### config.mk
export PLATFORM = sky130hd
export DESIGN_NAME = alu_op_sequencer_flat
export DESIGN_NICKNAME = d
export VERILOG_FILES = /design/src/rtl/alu_op_sequencer_if.sv /design/src/rtl/alu_op_sequencer.sv /design/src/flat_wrapper.sv
export SDC_FILE = /design/constraint.sdc
export NUM_CORES = 1
export LEC_CHECK = 0
export BUFFER_PORTS_ARGS = -buffer_cell sky130_fd_sc_hd__buf_2
export CAP_MARGIN = 10
export CORE_MARGIN = 2
export CORE_UTILIZATION = 35
export CTS_CLUSTER_SIZE = 30
export DETAILED_ROUTE_END_ITERATION = 12
export GPL_ROUTABILITY_DRIVEN = 0
export PLACE_DENSITY = 0.7
export REMOVE_ABC_BUFFERS = 1
export SKIP_LAST_GASP = 1
export SLEW_MARGIN = 20
export SYNTH_ARGS = -nofsm -noshare
export SYNTH_HDL_FRONTEND = slang
export SYNTH_SLANG_ARGS = --single-unit
### constraint.sdc
create_clock -name clk -period 3.25 [get_ports clk]
set_clock_uncertainty 0.15 [all_clocks]
set_input_delay 0.1625 -clock clk [delete_from_list [all_inputs] [get_ports clk]]
set_output_delay 0.1625 -clock clk [all_outputs]
set_load 0.05 [all_outputs]
### src/rtl/alu_op_sequencer_if.sv
// Command channel into the ALU op sequencer: valid/ready handshake plus the decoded command fields.
interface alu_op_sequencer_if #(
  parameter int ADDR_W = 5,
  parameter int DATA_W = 8
);
  logic              cmd_valid;
  logic              cmd_ready;
  logic [1:0]        cmd_op;
  logic              cmd_ldi;
  logic [ADDR_W-1:0] cmd_src_a;
  logic [ADDR_W-1:0] cmd_src_b;
  logic [ADDR_W-1:0] cmd_dst;
  logic [DATA_W-1:0] cmd_imm;

  modport master (
    output cmd_valid, cmd_op, cmd_ldi, cmd_src_a, cmd_src_b, cmd_dst, cmd_imm,
    input  cmd_ready
  );

  modport slave (
    input  cmd_valid, cmd_op, cmd_ldi, cmd_src_a, cmd_src_b, cmd_dst, cmd_imm,
    output cmd_ready
  );
endinterface

### src/rtl/alu_op_sequencer.sv
// Sequences register-file reads, one ALU operation and a writeback per command (6-cycle throughput).
// Optional load-immediate path enabled by defining ALU_OP_SEQUENCER_LDI_EN.
module alu_op_sequencer #(
  parameter int ADDR_W = 5,
  parameter int DATA_W = 8
) (
  input  logic              clk,
  input  logic              rst,
  alu_op_sequencer_if.slave cmd,
  output logic [ADDR_W-1:0] address,
  output logic              read_enable,
  output logic              write_enable,
  output logic [DATA_W-1:0] data_input,
  input  logic [DATA_W-1:0] output_data,
  output logic [DATA_W-1:0] alu_operand_a,
  output logic [DATA_W-1:0] alu_operand_b,
  output logic [1:0]        alu_function_select,
  input  logic [DATA_W-1:0] alu_result,
  input  logic [3:0]        alu_flags,
  output logic [3:0]        flag_registers,
  output logic              busy,
  output logic              done
);

  typedef enum logic [2:0] {
    IDLE    = 3'd0,
    RD_A    = 3'd1,
    RD_B    = 3'd2,
    LATCH_B = 3'd3,
    EXEC    = 3'd4,
    WB      = 3'd5
  } state_t;

  state_t            state;
  logic [1:0]        op_q;
  logic [ADDR_W-1:0] src_b_q;
  logic [ADDR_W-1:0] dst_q;
  logic [DATA_W-1:0] opa_q;

  assign cmd.cmd_ready = (state == IDLE) && !rst;
  assign busy          = (state != IDLE);

  always_ff @(posedge clk) begin
    if (rst) begin
      state               <= IDLE;
      op_q                <= 2'b00;
      src_b_q             <= '0;
      dst_q               <= '0;
      opa_q               <= '0;
      address             <= '0;
      read_enable         <= 1'b0;
      write_enable        <= 1'b0;
      data_input          <= '0;
      alu_operand_a       <= '0;
      alu_operand_b       <= '0;
      alu_function_select <= 2'b00;
      flag_registers      <= 4'b0000;
      done                <= 1'b0;
    end else begin
      case (state)
        IDLE: begin
          if (cmd.cmd_valid) begin
            op_q    <= cmd.cmd_op;
            src_b_q <= cmd.cmd_src_b;
            dst_q   <= cmd.cmd_dst;
`ifdef ALU_OP_SEQUENCER_LDI_EN
            if (cmd.cmd_ldi) begin
              address      <= cmd.cmd_dst;
              data_input   <= cmd.cmd_imm;
              write_enable <= 1'b1;
              done         <= 1'b1;
              state        <= WB;
            end else begin
              address     <= cmd.cmd_src_a;
              read_enable <= 1'b1;
              state       <= RD_A;
            end
`else
            address     <= cmd.cmd_src_a;
            read_enable <= 1'b1;
            state       <= RD_A;
`endif
          end
        end
        RD_A: begin
          address     <= src_b_q;
          read_enable <= 1'b1;
          state       <= RD_B;
        end
        RD_B: begin
          // memory returns src_a data one cycle after its read strobe
          opa_q       <= output_data;
          read_enable <= 1'b0;
          state       <= LATCH_B;
        end
        LATCH_B: begin
          alu_operand_a       <= opa_q;
          alu_operand_b       <= output_data;
          alu_function_select <= op_q;
          state               <= EXEC;
        end
        EXEC: begin
          data_input     <= alu_result;
          flag_registers <= alu_flags;
          address        <= dst_q;
          write_enable   <= 1'b1;
          done           <= 1'b1;
          state          <= WB;
        end
        WB: begin
          write_enable <= 1'b0;
          done         <= 1'b0;
          state        <= IDLE;
        end
        default: begin
          read_enable  <= 1'b0;
          write_enable <= 1'b0;
          done         <= 1'b0;
          state        <= IDLE;
        end
      endcase
    end
  end

endmodule

### src/flat_wrapper.sv
// flat-port wrapper written by rule: the top's interface ports become plain ports
module alu_op_sequencer_flat 
#(
  parameter int ADDR_W = 5,
  parameter int DATA_W = 8
)
  (clk, rst, address, read_enable, write_enable, data_input, output_data, alu_operand_a, alu_operand_b, alu_function_select, alu_result, alu_flags, flag_registers, busy, done, cmd_cmd_valid, cmd_cmd_op, cmd_cmd_ldi, cmd_cmd_src_a, cmd_cmd_src_b, cmd_cmd_dst, cmd_cmd_imm, cmd_cmd_ready);
  alu_op_sequencer_if #(.ADDR_W(ADDR_W), .DATA_W(DATA_W)) cmd_i ();
  input  logic clk;
  input  logic rst;
  output logic [ADDR_W-1:0] address;
  output logic read_enable;
  output logic write_enable;
  output logic [DATA_W-1:0] data_input;
  input  logic [DATA_W-1:0] output_data;
  output logic [DATA_W-1:0] alu_operand_a;
  output logic [DATA_W-1:0] alu_operand_b;
  output logic [1:0] alu_function_select;
  input  logic [DATA_W-1:0] alu_result;
  input  logic [3:0] alu_flags;
  output logic [3:0] flag_registers;
  output logic busy;
  output logic done;
  input wire logic [$bits(cmd_i.cmd_valid)-1:0] cmd_cmd_valid;
  input wire logic [$bits(cmd_i.cmd_op)-1:0] cmd_cmd_op;
  input wire logic [$bits(cmd_i.cmd_ldi)-1:0] cmd_cmd_ldi;
  input wire logic [$bits(cmd_i.cmd_src_a)-1:0] cmd_cmd_src_a;
  input wire logic [$bits(cmd_i.cmd_src_b)-1:0] cmd_cmd_src_b;
  input wire logic [$bits(cmd_i.cmd_dst)-1:0] cmd_cmd_dst;
  input wire logic [$bits(cmd_i.cmd_imm)-1:0] cmd_cmd_imm;
  output wire logic [$bits(cmd_i.cmd_ready)-1:0] cmd_cmd_ready;
  assign cmd_i.cmd_valid = cmd_cmd_valid;
  assign cmd_i.cmd_op = cmd_cmd_op;
  assign cmd_i.cmd_ldi = cmd_cmd_ldi;
  assign cmd_i.cmd_src_a = cmd_cmd_src_a;
  assign cmd_i.cmd_src_b = cmd_cmd_src_b;
  assign cmd_i.cmd_dst = cmd_cmd_dst;
  assign cmd_i.cmd_imm = cmd_cmd_imm;
  assign cmd_cmd_ready = cmd_i.cmd_ready;
  alu_op_sequencer #(.ADDR_W(ADDR_W), .DATA_W(DATA_W)) u_core (.clk(clk), .rst(rst), .cmd(cmd_i), .address(address), .read_enable(read_enable), .write_enable(write_enable), .data_input(data_input), .output_data(output_data), .alu_operand_a(alu_operand_a), .alu_operand_b(alu_operand_b), .alu_function_select(alu_function_select), .alu_result(alu_result), .alu_flags(alu_flags), .flag_registers(flag_registers), .busy(busy), .done(done));
endmodule
---- Word-level counts from Yosys, hierarchy flattened ----
Cells that the tools add are included.
cells by class
  reductions and logical operators ........ 10
  bitwise logic cells ..................... 1
  eq/ne operators ......................... 6
  mux-type cells .......................... 7
operators by type and width
  operator              count
  $pmux W3 S5           1
  $pmux W5 S3           1
  $eq A3 B2 Y1 const B  2
  $eq A3 B3 Y1 const B  2
  $reduce_and A2 Y1     3
  $reduce_bool A3 Y1    2
  $mux W5               1
  $reduce_or A4 Y1      1
  $eq A3 B1 Y1 const B  1
  $logic_not A3 Y1      1
  $mux W3               1
  $pmux W1 S3           1
  $reduce_or A3 Y1      1
  $ne A2 B2 Y1 const B  1
  $pmux W1 S2           1
  $logic_and A1 B1 Y1   1
  $logic_not A1 Y1      1
  $mux W1               1
  $not A1 Y1            1
storage, ports and cells
  bits in registers ....................... 60
  bits of input ports ..................... 49
  logic and storage cells ................. 37
  output and inout port bits .............. 40

---- Logic depth before layout (Yosys ltp) ----
Gate-level depths: netlist of run 1.
  depth after elaboration ................. 4
  mapped depth ............................ 7
  gate-level depth less buffers ........... 4

---- Least setup slack after synthesis of run 1 ----
Ideal clock, no wire load.
  path kind ............................... register -> output
  from .................................... reg u_core.state[2]
  to ...................................... out cmd_cmd_ready
  cell stages (with the launch flop) ...... 4
  arrival time ............................ 1.587 ns
  data required time ...................... 2.938 ns
  path buffers ............................ 1
  path slack .............................. 1.350 ns
  path through ............................ dfxtp_1 buf_6 or3_4 nor2_1
on the way
  longest elaborated chain between the ends .. 2
RTL lines
  element                 RTL line                RTL
  from (decl)             alu_op_sequencer.sv:34  state_t state;
  from (signal assigned)  alu_op_sequencer.sv:45  state <= IDLE;
  from (signal assigned)  alu_op_sequencer.sv:81  state <= RD_A;
  from (signal assigned)  alu_op_sequencer.sv:88  state <= RD_B;
  $logic_not A3 Y1        alu_op_sequencer.sv:40  assign cmd.cmd_ready = (state == IDLE) && !rst;
  $logic_and A1 B1 Y1     alu_op_sequencer.sv:40
  to (decl)               flat_wrapper.sv:31      output wire logic [$bits(cmd_i.cmd_ready)-1:0] cmd_cmd_ready;
No other way between the ends.

---- Worst setup path in the final report of run 1 ----
  from .................................... reg u_core.state[2]
  to ...................................... reg u_core.address[4]
on the way
  longest elaborated chain between the ends .. 3
  elaborated cells between the ends (all ways) .. 7
  those cells by class .................... eq/ne (3); mux (1); reduce/logical (3)
RTL lines
  element                                                                     RTL line                 RTL
  $eq A3 B1 Y1, or another cell as far along                                  alu_op_sequencer.sv:60   case (state)
  $reduce_bool A3 Y1 (no source line) / $ne A2 B2 Y1 (equally long branches)  --
  $reduce_and A2 Y1 (no source line)                                          --
  to (signal assigned)                                                        alu_op_sequencer.sv:79   address <= cmd.cmd_src_a;
  to (signal assigned)                                                        alu_op_sequencer.sv:86   address <= src_b_q;
  to (signal assigned)                                                        alu_op_sequencer.sv:105  address <= dst_q;
  to (decl)                                                                   alu_op_sequencer.sv:10   output logic [ADDR_W-1:0] address,
Several ways; a longest one is shown, not always the timed one.
A chain may end at the register's enable or synchronous reset.

==> summary.md, run 1 <==
| Metric | Value |
|---|---|
| CP arrival | 2290 ps |
| PortBufs | between 70 and 80 |
| Post-synth EDFFs | 0 |
| Hold Violations, Final | 0 |
| Synthesized area per cell | 7.99 um^2 |
| CTS Root Cell | clkbuf_8 |
| Critical path depth in cells | 4 |
| Largest net degree at the start of global routing | 39 |
| Final worst-path cycle share | 0.675 |
| IO Count | between 80 and 90 |
| Setup Fix Bufs, Post-CTS | 0 |
| CTS clock-pin slew for the worst setup and hold paths | about 70 ps |
| Worst Path Max Fanout | 17 |
| Area grow syn2layout | 42.4% |
| Area leader, netlist | dfxtp_1 |
| CTS tree | done |
| Layout cells sized above 1 | 0.254 |
| Core Region | ~6300 um^2 |
| Starting Density | 0.360 |
| Area of the mapped netlist | around 2300 um^2 |
| Layout Cells excl Fill | around 470 |
| R2R Setup Slk | 1060 ps |
| Global Route Usage Sum | 0.169 |
| RSZ-0062 raised after global routing | no |
| Iter 0 DRT Violations | 67 |
| Hold path depth | 3 |
| Asr flop ratio synth | 0 |
| CP max stage delay | about 690 ps |
| Residual DRC | 0 |
| Setup TNS | 0 ps |
| CP Class | reg -> reg |
| Chip width | about 85 um |
| Fin. max-slew vios | 0 |
| Max IR drop VDD | roughly 330 uV |
| Main synth FF type | dfxtp_1 |
| H-tree Lvls | 3 |
| Worst Reg-to-Reg Cells | 4 |
| Routed Wire Length | ~5.6 mm |
| Layout Nets | ~440 |
| Final setup fails | 0 |
| TritonCTS buffer count | 9 |
| First-pass GRT wire length | ~9.7 mm |
| Die area | between 7000 and 8000 um^2 |
| Startpoint Class | register |
| Syn Inst Count | approximately 290 |
| Synth Warn # | 0 |
| Post-synth top cells | nand2_1 (102), dfxtp_1 (60), a21oi_1 (58) |
| Initial antenna violation count | 0 |
| Area share of the largest cell type after synthesis | 0.528 |
| CP top delay family | simple AND/OR/NAND/NOR gates |
| Hold Crit Class | in -> reg |
| Rel. slew slack | 0.437 |
| Pre-antenna DRT Iters | 4 |
| Critical Path RT | around 3400 ps |
| Vias per cell | between 4 and 5 |
| Post-Place Cells | ~420 |
| Max-capacitance violation count | 0 |
| DR vias | roughly 2200 |
| Average routed wire per standard cell | 11.9 um |
| Seq/Total Area, Yosys | 0.528 |
| PwrDens | around 570 nW/um^2 |
| Die Ht | 84.6 um |
| Synth Register Bits | 60 |
| Leakage Power | 1.35 nW |
| Post-route ant nets | 0 |
| Count leader, synth | nand2_1 |
| Fmax | approximately 460 MHz |
| Clock sink count | 60 |
| CP Cell Sequence | nand2b_1 -> nor2_1 -> a21oi_1 -> a211oi_1 |
| Site Rows | 29 |
| Period minus WS final | approximately 2200 ps |
| Clk_lat worst skew | about 330 ps |
| Slowest cell on crit path | dfxtp_1 |
| Worst Tran Pin Value | approximately 840 ps |
| GRT overflow | 0 |
| Dpl hpwl | about 3.5 mm |
| N_diodes | 0 |
| CTS Buffer Depth | 2 |
| Synth area leaders | dfxtp_1 (53%), nand2_1 (17%), a21oi_1 (13%) |
| Crit path buffers/inverters | 0 |
| Worst Setup End Kind | register |
| Vias in the first global route | 2193 |
| Outcome | finished clean |
| Post-synth cell types | 29 |
==> final timing paths <==
kind / startpoint / endpoint
min reg2reg: u_core.alu_function_select[1]$_SDFFE_PP0N_ / u_core.alu_function_select[1]$_SDFFE_PP0N_
max reg2reg: u_core.state[2]$_SDFFE_PP0P_ / u_core.address[4]$_SDFFE_PP0P_
min: cmd_cmd_valid / u_core.state[0]$_SDFFE_PP0P_
max: u_core.state[2]$_SDFFE_PP0P_ / u_core.address[4]$_SDFFE_PP0P_
==> area by class of cell <==
type,instances,area (um^2)
multi-input cells,203,956
inverters,2,7.51
flip-flops and latches,60,1200
clock inverters,4,72.6
fillers,619,3070
repair buffers,116,763
clock buffers,12,145
well taps,77,96.3
==> power by group <==
group	switching, mW	internal, mW	total (mW)
clock network	0.281	0.452	0.733
registers	0.0362	0.777	0.813
logic	0.191	0.109	0.300
==> sequential cells by signal, indices dropped and copies added (netlist names), 2 cells and up <==
register and cells:
u_core.address 5, u_core.alu_function_select 2, u_core.alu_operand_a 8, u_core.alu_operand_b 8, u_core.data_input 8, u_core.dst_q 5
u_core.flag_registers 4, u_core.op_q 2, u_core.opa_q 8, u_core.src_b_q 5, u_core.state 3
==> routing by layer <==
| metal | global-route usage | vias to the layer above | part of all wire |
|---|---|---|---|
| met5 | 0 | - | 0 |
| met4 | 0.0476 | 0 | 0.012 |
| met3 | 0.0629 | 7 | 0.061 |
| met2 | 0.281 | 74 | 0.48 |
| met1 | 0.204 | 998 | 0.45 |
| li1 | - | 1152 | - |
==> logic make-up after synthesis <==
group | share of synthesized area
compound gates | 0.178
xor+xnor | 0.00385
buf+inv | 0.0522
flops | 0.528
mux | 0.00495
simple gates | 0.233
==> layout by cell type (no fill, tap or decap) <==
cell type and count:
o21bai_1 3, buf_4 1, clkinvlp_4 1, xnor2_1 1, a2111oi_0 1, inv_1 2, nand3_1 2, o21ai_0 6
clkbuf_8 10, clkbuf_1 2, clkinv_2 1, nor2_1 7, a211oi_1 1, nor2_2 1, bufinv_16 2, dfxtp_1 60
a211oi_2 1, or2_1 1, nand2_1 102, o22ai_1 1, a31oi_1 3, a21oi_1 58, nand2b_1 4, or3_4 1
dlygate4sd3_1 36, buf_2 79, nor3_2 1, nand3b_1 1, a311oi_1 1, nand2b_4 1, mux2_2 1, nor2_4 1
nor3_1 4
==> repair_timing <==
action / 4_1_cts / 5_1_grt
hold buffers: 36 / 0
hold endpoints to repair: 44 / 0
gates resized for setup: 0 / 0
==> worst min-delay path, stage by stage <==
cell,delay (ps)
buf_2,130
nor3_1,130
a2111oi_0,80
==> per-stage QoR <==
| stage | power (mW) | util | setup WS [ps] | area, um^2 | hold WS [ps] |
|---|---|---|---|---|---|
| 6_report | 1.85 | 0.513 | 1060 | 3240 | 81.7 |
| 3_3_place_gp | 1.09 | 0.422 | 1030 | 2660 | 253 |
| 3_5_place_dp | 1.10 | 0.422 | 968 | 2660 | 260 |
| 5_1_grt | 1.94 | 0.513 | 756 | 3240 | 98.6 |
| 4_1_cts | 1.87 | 0.513 | 983 | 3240 | 63.5 |
| 2_1_floorplan | 1.00 | - | 1250 | 2160 | 81.6 |
No activity file was read; power rests on OpenSTA's default activity.
==> run 2: changes to the inputs <==
- PLACE_DENSITY: 0.7 -> 0.72
- clock period: 3.25 -> 1.85 ns (I/O delays scaled with it)
==> summary.md, run 2 (synthesized netlist as in run 1, its figures left out) <==
| Metric | Value |
|---|---|
| Outcome | finished clean |
| Worst Setup End Kind | output port |
| Fmax | approximately 550 MHz |
| Slowest cell on crit path | or3_4 |
| Sw Ratio | 0.276 (+0.000644) |
| Crit path buffers/inverters | 1 (+1) |
| Most common cell after layout, fill and taps aside | nand2_1 |
| Hold path depth | 2 (-1) |
| Period minus WS final | approximately 1800 ps |
| Area after DPL | 2780 um^2 (+4.5%) |
| Starting Density | 0.360 (unchanged) |
| DR vias | 2278 (+2.1%) |
| CP max stage delay | 460 ps (-230 ps) |
| TritonCTS buffer count | 9 (unchanged) |
| CP top delay family | simple AND/OR/NAND/NOR gates |
| Leakage Power | 1.43 nW (+6.0%) |
| Post-Place Cells | 433 (+2.6%) |
| Final setup fails | 0 (unchanged) |
| Fin. max-slew vios | 0 (unchanged) |
| Clock share of power | 0.386 (-0.011) |
| Clock sink count | 60 (unchanged) |
| Die Ht | 84.6 um (unchanged) |
| PortBufs | 79 (unchanged) |
| CTS Root Cell | clkbuf_8 |
| Initial antenna violation count | 0 (unchanged) |
| CP Cell Sequence | or3_4 -> nor2_1 -> clkbuf_4 |
| Max-capacitance violation count | 0 (unchanged) |
| Critical Path RT | 1610 ps (-1740 ps) |
| IO Count | 89 (unchanged) |
| Sink of the worst hold path | u_core.dst_q[1]$_SDFFE_PP0P_ |
| Combinational power share | 0.180 (+0.017) |
| Pre-antenna DRT Iters | 4 (unchanged) |
| Global Route Usage Sum | 0.169 (about the same) |
| CP arrival | 1560 ps (-730 ps) |
| R2R Setup Slk | 230 ps (-830 ps) |
| Residual DRC | 0 (unchanged) |
| Rel. slew slack | 0.636 (+0.199) |
| CP Class | reg -> out |
| Final worst-path cycle share | 0.976 |
| Setup Fix Bufs, Post-CTS | 0 (unchanged) |
| Vias in the first global route | 2234 (+1.9%) |
| CTS clock-pin slew for the worst setup and hold paths | 70 ps (about the same) |
| Chip width | 84.6 um (unchanged) |
| Layout Cells excl Fill | 486 (+2.5%) |
| Clk_lat worst skew | 330 ps (about the same) |
| Hold Crit Class | in -> reg |
| NetSw | 0.899 mW (+77%) |
| Vias per cell | 4.69 (-0.41%) |
| Hold Violations, Final | 0 (unchanged) |
| First-pass GRT wire length | 9.66 mm (-0.84%) |
| Hold Startpoint | rst |
| GRT overflow | 0 (unchanged) |
| Sequential fraction of design power | 0.435 (-0.005) |
| Worst Path Max Fanout | 10 (-7) |
| Max IR drop VDD | 494 uV (+48%) |
| Average routed wire per standard cell | 12.1 um (+1.3%) |
| Layout cells sized above 1 | 0.284 (+0.0292) |
| Die area | 7160 um^2 (unchanged) |
| Smallest hold slack | 67.6 ps (-14.2 ps) |
| Most frequent cells in the layout | nand2_1 (102), buf_2 (78), dfxtp_1 (59), a21oi_1 (58), dlygate4sd3_1 (37) |
| Area grow syn2layout | 48.5% |
| Post-route ant nets | 0 (unchanged) |
| CTS tree | done |
| CTS Buffer Depth | 2 (unchanged) |
| Site Rows | 29 (unchanged) |
| Power Internal | 2.36 mW (+76%) |
| Routed Wire Length | 5.86 mm (+3.9%) |
| Largest net degree at the start of global routing | 38 (-2.6%) |
| Layout Nets | 453 (+2.7%) |
| Startpoint Class | register |
| Worst Tran Pin Value | 543 ps (-299 ps) |
| Worst R2R End | u_core.alu_operand_b[1]$_SDFFE_PP0N_ |
| Iter 0 DRT Violations | 51 (-24%) |
| H-tree Lvls | 3 (unchanged) |
| Dpl hpwl | 3.65 mm (+3.1%) |
| Total power | 3.26 mW (+76%) |
| Fillers | 618 (-0.16%) |
| PwrDens | 964 nW/um^2 (+69%) |
| Worst Reg-to-Reg Cells | 4 (unchanged) |
| Core Region | 6310 um^2 (unchanged) |
| N_diodes | 0 (unchanged) |
| Post-route cell area | 3380 um^2 (+4.2%) |
| FF-to-FF Start | u_core.state[2]$_SDFFE_PP0P_ |
[run 2: final cells by class]
cell class,instances,area [um^2],share of cell area
flip-flops and latches,60,1200,0.356
clock buffers,13,179,0.0529
well taps,77,96.3,0.0285
repair buffers,128,896,0.265
clock inverters,3,42.5,0.0126
inverters,2,7.51,0.00222
multi-input cells,203,956,0.283
[run 2: power groups by stage]
| stage | registers, mW | clock network, mW | logic (mW) |
|---|---|---|---|
| 6_report | 1.42 | 1.26 | 0.586 |
| 5_1_grt | 1.42 | 1.36 | 0.636 |
| 4_1_cts | 1.41 | 1.31 | 0.583 |
| 3_5_place_dp | 1.44 | 0 | 0.521 |
| 3_3_place_gp | 1.44 | 0 | 0.515 |
| 2_1_floorplan | 1.55 | 0 | 0.211 |
[run 2: metrics by stage]
stage          utilization  setup WS [ps]  TNS, ps
4_1_cts              0.535           26.6        0
2_1_floorplan            -          -76.5    -76.5
6_report             0.535           45.2        0
3_3_place_gp         0.441           67.1        0
3_5_place_dp         0.441           25.8        0
5_1_grt              0.535          -30.3    -30.3
[run 2: per-layer routing]
layer | global-route usage | part of all wire
met3 | 0.0413 | 0.045
met2 | 0.285 | 0.48
met4 | 0.0996 | 0.022
met5 | 0 | 0
met1 | 0.192 | 0.45
[run 2: worst reg2reg max path, stage by stage (launching register included)]
cell and delay [ps]:
dfxtp_1 540, nand2b_4 220, or2_2 350, nand2_1 100, a21oi_1 190
[run 2: repair_timing]
item | CTS | global route
hold buffers | 37 | 0
endpoints found under the setup margin | 1 | 20
resized for setup | 1 | 2
endpoints found under the hold margin | 45 | 0
cloned | 0 | 0
[run 2: worst max path at each step]
stage	from	endpoint	slack [ps]	depth (start not counted)
2_1_floorplan	u_core.state[0]$_SDFFE_PP0P_	cmd_cmd_ready	-80	2
3_3_place_gp	u_core.state[2]$_SDFFE_PP0P_	u_core.alu_operand_a[4]$_SDFFE_PP0N_	70	4
3_5_place_dp	u_core.state[2]$_SDFFE_PP0P_	u_core.alu_operand_a[6]$_SDFFE_PP0N_	30	4
4_1_cts	u_core.state[2]$_SDFFE_PP0P_	u_core.alu_operand_a[6]$_SDFFE_PP0N_	30	4
5_1_grt	u_core.state[2]$_SDFFE_PP0P_	cmd_cmd_ready	-30	3
6_report	u_core.state[2]$_SDFFE_PP0P_	cmd_cmd_ready	50	3
